File: src/rtl/fetch_pkg.sv
// rtl/fetch_pkg.sv - shared constants and state type for the instruction-fetch stage
package fetch_pkg;

    localparam int unsigned FETCH_N = 32;
    localparam int unsigned FETCH_R = 6;

    localparam logic [31:0] NOP     = 32'h0000_0000;
    localparam int unsigned PC_STEP = 4;

    typedef enum logic [1:0] {
        BOOT = 2'd0,
        RUN  = 2'd1,
        HALT = 2'd2
    } fetch_state_e;

endpackage

File: src/rtl/fetch_stage_if.sv
// rtl/fetch_stage_if.sv - control, instruction-memory and IF/ID signals of the fetch stage
interface fetch_stage_if
    import fetch_pkg::*;
#(
    parameter int N = FETCH_N,
    parameter int R = FETCH_R
);

    logic         stall;
    logic         flush;
    logic         redirect;
    logic [N-1:0] redirect_pc;
    logic [R-1:0] imem_addr;
    logic [N-1:0] imem_data;
    logic [N-1:0] ifid_instr;
    logic [N-1:0] ifid_pc;
    logic         ifid_valid;
    logic         halted;

    modport slave (
        input  stall, flush, redirect, redirect_pc, imem_data,
        output imem_addr, ifid_instr, ifid_pc, ifid_valid, halted
    );

    modport master (
        output stall, flush, redirect, redirect_pc, imem_data,
        input  imem_addr, ifid_instr, ifid_pc, ifid_valid, halted
    );

endinterface

File: src/rtl/pc_reg.sv
// rtl/pc_reg.sv - program counter with synchronous reset, redirect load, hold and increment
module pc_reg
    import fetch_pkg::*;
#(
    parameter int N = FETCH_N
) (
    input  logic         i_clk,
    input  logic         i_reset,
    input  logic         i_load,
    input  logic [N-1:0] i_load_pc,
    input  logic         i_hold,
    output logic [N-1:0] o_pc
);

    logic [N-1:0] r_pc;

    // Load beats hold so a redirect always wins over a stall; the low two bits are forced to keep pc word-aligned.
    always_ff @(posedge i_clk) begin
        if (i_reset) begin
            r_pc <= '0;
        end else if (i_load) begin
            r_pc <= {i_load_pc[N-1:2], 2'b00};
        end else if (!i_hold) begin
            r_pc <= r_pc + N'(PC_STEP);
        end
    end

    assign o_pc = r_pc;

endmodule

File: src/rtl/fetch_stage.sv
// rtl/fetch_stage.sv - fetch FSM and IF/ID register; FETCH_HALT_EN enables stop at the last ROM word
module fetch_stage
    import fetch_pkg::*;
#(
    parameter int N = FETCH_N,
    parameter int R = FETCH_R
) (
    input  logic          i_clk,
    input  logic          i_reset,
    fetch_stage_if.slave  bus
);

    fetch_state_e r_state;
    fetch_state_e w_state_next;

    logic [N-1:0] w_pc;
    logic         w_pc_load;
    logic         w_pc_hold;
    logic         w_ifid_bubble;
    logic         w_ifid_capture;
    logic         w_last_word;

    logic [N-1:0] r_ifid_instr;
    logic [N-1:0] r_ifid_pc;
    logic         r_ifid_valid;

    pc_reg #(.N(N)) u_pc_reg (
        .i_clk     (i_clk),
        .i_reset   (i_reset),
        .i_load    (w_pc_load),
        .i_load_pc (bus.redirect_pc),
        .i_hold    (w_pc_hold),
        .o_pc      (w_pc)
    );

    assign bus.imem_addr = w_pc[R+1:2];
    assign w_last_word   = (w_pc[R+1:2] == {R{1'b1}});

    // State register.
    always_ff @(posedge i_clk) begin
        if (i_reset) begin
            r_state <= BOOT;
        end else begin
            r_state <= w_state_next;
        end
    end

    // Next state: BOOT leaves on the first unstalled (or redirected) edge; HALT is terminal until reset.
    always_comb begin
        w_state_next = r_state;
        case (r_state)
            BOOT:    if (!bus.stall || bus.redirect) w_state_next = RUN;
            RUN:     w_state_next = RUN;
            default: w_state_next = r_state;
        endcase
`ifdef FETCH_HALT_EN
        if (w_ifid_capture && w_last_word) w_state_next = HALT;
`endif
    end

    // Datapath controls: redirect > flush > stall > normal fetch; HALT only inserts bubbles.
    always_comb begin
        w_pc_load      = 1'b0;
        w_pc_hold      = 1'b1;
        w_ifid_bubble  = 1'b0;
        w_ifid_capture = 1'b0;
        if (r_state == HALT) begin
            w_ifid_bubble = 1'b1;
        end else if (bus.redirect) begin
            w_pc_load     = 1'b1;
            w_ifid_bubble = 1'b1;
        end else if (bus.flush) begin
            w_ifid_bubble = 1'b1;
            w_pc_hold     = bus.stall;
        end else if (!bus.stall) begin
            w_ifid_capture = 1'b1;
`ifdef FETCH_HALT_EN
            w_pc_hold      = w_last_word;
`else
            w_pc_hold      = 1'b0;
`endif
        end
    end

    // IF/ID pipeline register: bubble, capture of the ROM word at pc, or hold.
    always_ff @(posedge i_clk) begin
        if (i_reset) begin
            r_ifid_instr <= N'(NOP);
            r_ifid_pc    <= '0;
            r_ifid_valid <= 1'b0;
        end else if (w_ifid_bubble) begin
            r_ifid_instr <= N'(NOP);
            r_ifid_pc    <= '0;
            r_ifid_valid <= 1'b0;
        end else if (w_ifid_capture) begin
            r_ifid_instr <= bus.imem_data;
            r_ifid_pc    <= w_pc;
            r_ifid_valid <= 1'b1;
        end
    end

    assign bus.ifid_instr = r_ifid_instr;
    assign bus.ifid_pc    = r_ifid_pc;
    assign bus.ifid_valid = r_ifid_valid;

`ifdef FETCH_HALT_EN
    logic r_halted;

    // halted trails entry into HALT by one edge.
    always_ff @(posedge i_clk) begin
        if (i_reset) begin
            r_halted <= 1'b0;
        end else begin
            r_halted <= (r_state == HALT);
        end
    end

    assign bus.halted = r_halted;
`else
    assign bus.halted = 1'b0;
`endif

endmodule

File: src/flat_wrapper.sv
// flat-port wrapper written by rule: the top's interface ports become plain ports
module fetch_stage_flat import fetch_pkg::*;
#(
    parameter int N = FETCH_N,
    parameter int R = FETCH_R
)
  (i_clk, i_reset, bus_stall, bus_flush, bus_redirect, bus_redirect_pc, bus_imem_data, bus_imem_addr, bus_ifid_instr, bus_ifid_pc, bus_ifid_valid, bus_halted);
  fetch_stage_if #(.N(N), .R(R)) bus_i ();
  input  logic i_clk;
  input  logic i_reset;
  input wire logic [$bits(bus_i.stall)-1:0] bus_stall;
  input wire logic [$bits(bus_i.flush)-1:0] bus_flush;
  input wire logic [$bits(bus_i.redirect)-1:0] bus_redirect;
  input wire logic [$bits(bus_i.redirect_pc)-1:0] bus_redirect_pc;
  input wire logic [$bits(bus_i.imem_data)-1:0] bus_imem_data;
  output wire logic [$bits(bus_i.imem_addr)-1:0] bus_imem_addr;
  output wire logic [$bits(bus_i.ifid_instr)-1:0] bus_ifid_instr;
  output wire logic [$bits(bus_i.ifid_pc)-1:0] bus_ifid_pc;
  output wire logic [$bits(bus_i.ifid_valid)-1:0] bus_ifid_valid;
  output wire logic [$bits(bus_i.halted)-1:0] bus_halted;
  assign bus_i.stall = bus_stall;
  assign bus_i.flush = bus_flush;
  assign bus_i.redirect = bus_redirect;
  assign bus_i.redirect_pc = bus_redirect_pc;
  assign bus_i.imem_data = bus_imem_data;
  assign bus_imem_addr = bus_i.imem_addr;
  assign bus_ifid_instr = bus_i.ifid_instr;
  assign bus_ifid_pc = bus_i.ifid_pc;
  assign bus_ifid_valid = bus_i.ifid_valid;
  assign bus_halted = bus_i.halted;
  fetch_stage #(.N(N), .R(R)) u_core (.i_clk(i_clk), .i_reset(i_reset), .bus(bus_i));
endmodule
File: config.mk
export PLATFORM = sky130hd
export DESIGN_NAME = fetch_stage_flat
export DESIGN_NICKNAME = d
export VERILOG_FILES = /design/src/rtl/fetch_pkg.sv /design/src/rtl/fetch_stage_if.sv /design/src/rtl/pc_reg.sv /design/src/rtl/fetch_stage.sv /design/src/flat_wrapper.sv
export SDC_FILE = /design/constraint.sdc
export NUM_CORES = 1
export LEC_CHECK = 0
export ABC_CLOCK_PERIOD_IN_PS = 4200
export BUFFER_PORTS_ARGS = -buffer_cell sky130_fd_sc_hd__buf_2
export CORE_ASPECT_RATIO = 1.5
export CORE_MARGIN = 2
export CORE_UTILIZATION = 45
export CTS_CLUSTER_SIZE = 12
export DETAILED_ROUTE_END_ITERATION = 10
export GPL_TIMING_DRIVEN = 0
export PLACE_DENSITY = 0.73
export SLEW_MARGIN = 20
export SYNTH_ARGS = -nofsm -noshare
export SYNTH_HDL_FRONTEND = slang
export SYNTH_HIERARCHICAL = 1
export SYNTH_SLANG_ARGS = --single-unit
File: constraint.sdc
create_clock -name i_clk -period 4.2 [get_ports i_clk]
set_clock_uncertainty 0.15 [all_clocks]
set_input_delay 0.21 -clock i_clk [delete_from_list [all_inputs] [get_ports i_clk]]
set_output_delay 0.21 -clock i_clk [all_outputs]
set_load 0.1 [all_outputs]
==> flow_summary.yaml <==
power_and_ir_drop:
  vdd_drop_max_mv: 0.293
  p_per_area_nw_per_um2: 378
  p_leak_nw: 2.60
yosys:
  synthFlopType: "dfxtp_1"
  syn_inst: 434
  synth_warnings: 6
  yosysSeqAreaShare_pct: 46.1
  yosysUniqueCellTypes: 46
  syn-cell-area_um2: 4120
  avgSynthCellArea_um2: 9.50
  ys_ff_latch: 95
  synth_async_sr_flop_share_pct: 0
  synth-edff-count: 0
sta:
  final_max_slew_viol_count: 0
  worstMarginPinSlew_ns: 0.918
  hold_viol_final: 0
  fin_ws_ns: 1.61
  slew-limit-headroom_pct: 38.2
  setup_viol: 0
  whs_ns: 0.000988
  rsz0062_at_grt: "false"
  finalCritPeriodShare_pct: 61.7
  setup-tns-final_ns: 0
  fmaxAchievable_mhz: 386
  fin_crit_ns: 2.59
route:
  num_vias: 3912
  drt-vias-per-instance: 5.29
  wl_per_cell_um: 15.5
  drtPass1Iterations: 4
  drc: 0
  ant_nets: 0
  wl_um: 11400
  drtIter0Drc: 229
floorplanning:
  fp.dieH_um: 121
  initial_core_util_pct: 46.4
  dieArea_um2: 9960
  rows: 42
  die_x_um: 82.2
  fp.coreArea_um2: 8880
  io-pin-count: 141
clock_tree:
  cts_made_buffers: 9
  clockRootBuffer: "clkbuf_16"
  cts-htree-levels: 3
  cts_resized: 0
  cts_tree: "yes"
  clkTransAtPathRegs_ns: 0.06
  ctsHoldBuffers: 43
  cts_max_path_buffers: 2
  cts.sinks: 95
  post_cts_buffers: 0
  clk_latency_ns: 0.34
grt:
  grt_pass1_vias: 3771
  grt-ovfl-total: 0
  antenna_found_initial: 0
  grt_first_pass_wirelength_um: 17900
  grt_max_degree: 15
  track_usage_pct: 23.6
final_layout:
  nets: 695
  syn_to_final_growth_pct: 38.0
  diodes: 0
  drive_gt1_share_pct: 27.5
  final_cells: 739
critical_path:
  cp.arrival_ns: 2.66
  critical_path_peak_fanout: 10
  crit_required_ns: 4.27
  cp-start-kind: "input port"
  slowest_stage: "nor4_1"
  critPathKind: "input port to flip-flop"
  cpMostUsedCell: "buf_4"
  max_stage_delay_ns: 0.72
  crit_buf_inv: 4
  crit_family: "simple AND/OR/NAND/NOR gates"
  path_cells: "buf_2 -> buf_4 -> buf_4 -> or2_2 -> clkbuf_1 -> nand4b_1 -> nor4_1 -> a211oi_1 -> a2111oi_0"
  end_kind: "flip-flop"
placed_design:
  dpl.cell_count: 681
  routabilityCongestion: 0.830
  port-buffer-count: 136
  post-place-ws_ns: 1.30
  hpwlAfterDp_um: 7990
run_status:
  run_status: "complete, no violations"
hold_path:
  hold_class: "input port to flip-flop"
run:
  maxCapViolCount: 0
## flip-flops by register name (all words and copies together) (netlist names)
name / cells
u_core/bus.ifid_instr: 32
u_core/bus.ifid_pc: 32
u_core/bus.ifid_valid: 1
u_core/u_pc_reg/o_pc: 30
## final timing paths
check / startpoint / to / slack, ns / depth (start not counted)
max: bus_stall / u_core/u_pc_reg/o_pc[30] / 1.61 / 9
min: bus_imem_data[23] / u_core/bus.ifid_instr[23] / 0.001 / 3
max reg2reg: u_core/u_pc_reg/o_pc[14] / u_core/u_pc_reg/o_pc[23] / 1.81 / 4
min reg2reg: u_core/bus.ifid_valid / u_core/bus.ifid_valid / 0.29 / 2
## final cells by class
| type | instances | area (um^2) |
|---|---|---|
| Fill cell | 770 | 3190 |
| Multi-Input combinational cell | 300 | 2000 |
| Sequential cell | 95 | 1900 |
| Timing Repair Buffer | 179 | 1110 |
| Clock buffer | 12 | 246 |
| Buffer | 29 | 188 |
| Tap cell | 110 | 138 |
| Clock inverter | 3 | 67.6 |
| Inverter | 11 | 41.3 |
## cell usage after synthesis (6+ instances only)
cell type  number  share of area (%)
dfxtp_1        95                 46
nor2_1         91                8.3
mux2i_1        65                 16
nand2_1        13                1.2
a211oi_1       12                2.2
inv_1          11                1.0
a311oi_1        9                1.9
and4_1          9                1.9
nand4_1         9                1.4
buf_4           8                1.5
clkbuf_1        8               0.73
nor3_1          8               0.97
nor4_1          8                1.2
or3_1           8                1.2
a2111oi_0       7                1.5
o21ai_0         7               0.85
a21oi_1         6               0.73
buf_6           6                1.6
## cells by family (layout without fill, tap and decap cells)
| kind of cell | after synthesis | count (layout) | synth area share (%) |
|---|---|---|---|
| compound gates | 48 | 48 | 8.56 |
| xor+xnor | 10 | 10 | 2.12 |
| fa+ha+maj | 1 | 1 | 0.303 |
| buf+inv | 40 | 234 | 5.55 |
| flops | 95 | 95 | 46.1 |
| mux | 65 | 65 | 15.8 |
| other cells | 2 | 3 | 0.182 |
| simple gates | 173 | 173 | 21.4 |
## worst min-delay path: cells and delay by family
kind	cells	cell delay, ns
buffers and inverters	1	0.07
multiplexers	1	0.06
AND/OR/NAND/NOR	1	0.10
## layer usage
metal / GRT usage [%] / wire (um)
met5: 0 / 0
met4: 9.38 / 280
met3: 4.61 / 564
met2: 42.8 / 6110
met1: 26.0 / 4480
## cells in the final DEF (no fill, tap or decap), types with 9 or more instances in the layout
| cell | Yosys | routed |
|---|---|---|
| clkbuf_1 | 8 | 10 |
| dfxtp_1 | 95 | 95 |
| nand2_1 | 13 | 13 |
| clkbuf_16 | 0 | 9 |
| a311oi_1 | 9 | 9 |
| buf_2 | 3 | 139 |
| nand4_1 | 9 | 9 |
| a211oi_1 | 12 | 12 |
| nor2_1 | 91 | 91 |
| mux2i_1 | 65 | 65 |
| inv_1 | 11 | 11 |
| and4_1 | 9 | 9 |
| dlygate4sd3_1 | 0 | 43 |
## power by group
| group | switching (W) | leakage (nW) | total [W] | internal [W] |
|---|---|---|---|---|
| Clock | 0.000330 | 0.149 | 0.000865 | 0.000535 |
| Combinational | 0.000197 | 1.68 | 0.000315 | 0.000118 |
| Sequential | 0.0000388 | 0.775 | 0.000969 | 0.000930 |
| Total | 0.000566 | 2.60 | 0.00215 | 0.00158 |
## per-stage QoR
stage | power, W | area [um^2] | utilization [%]
after CTS | 0.00217 | 5690 | 64.1
after detailed placement | 0.00127 | 4940 | 55.7
after global placement | 0.00126 | 4940 | 55.7
final | 0.00215 | 5690 | 64.1
after floorplan | 0.00119 | 4130 | -
after global routing | 0.00222 | 5690 | 64.1
Power figures use the tool's default switching activity.
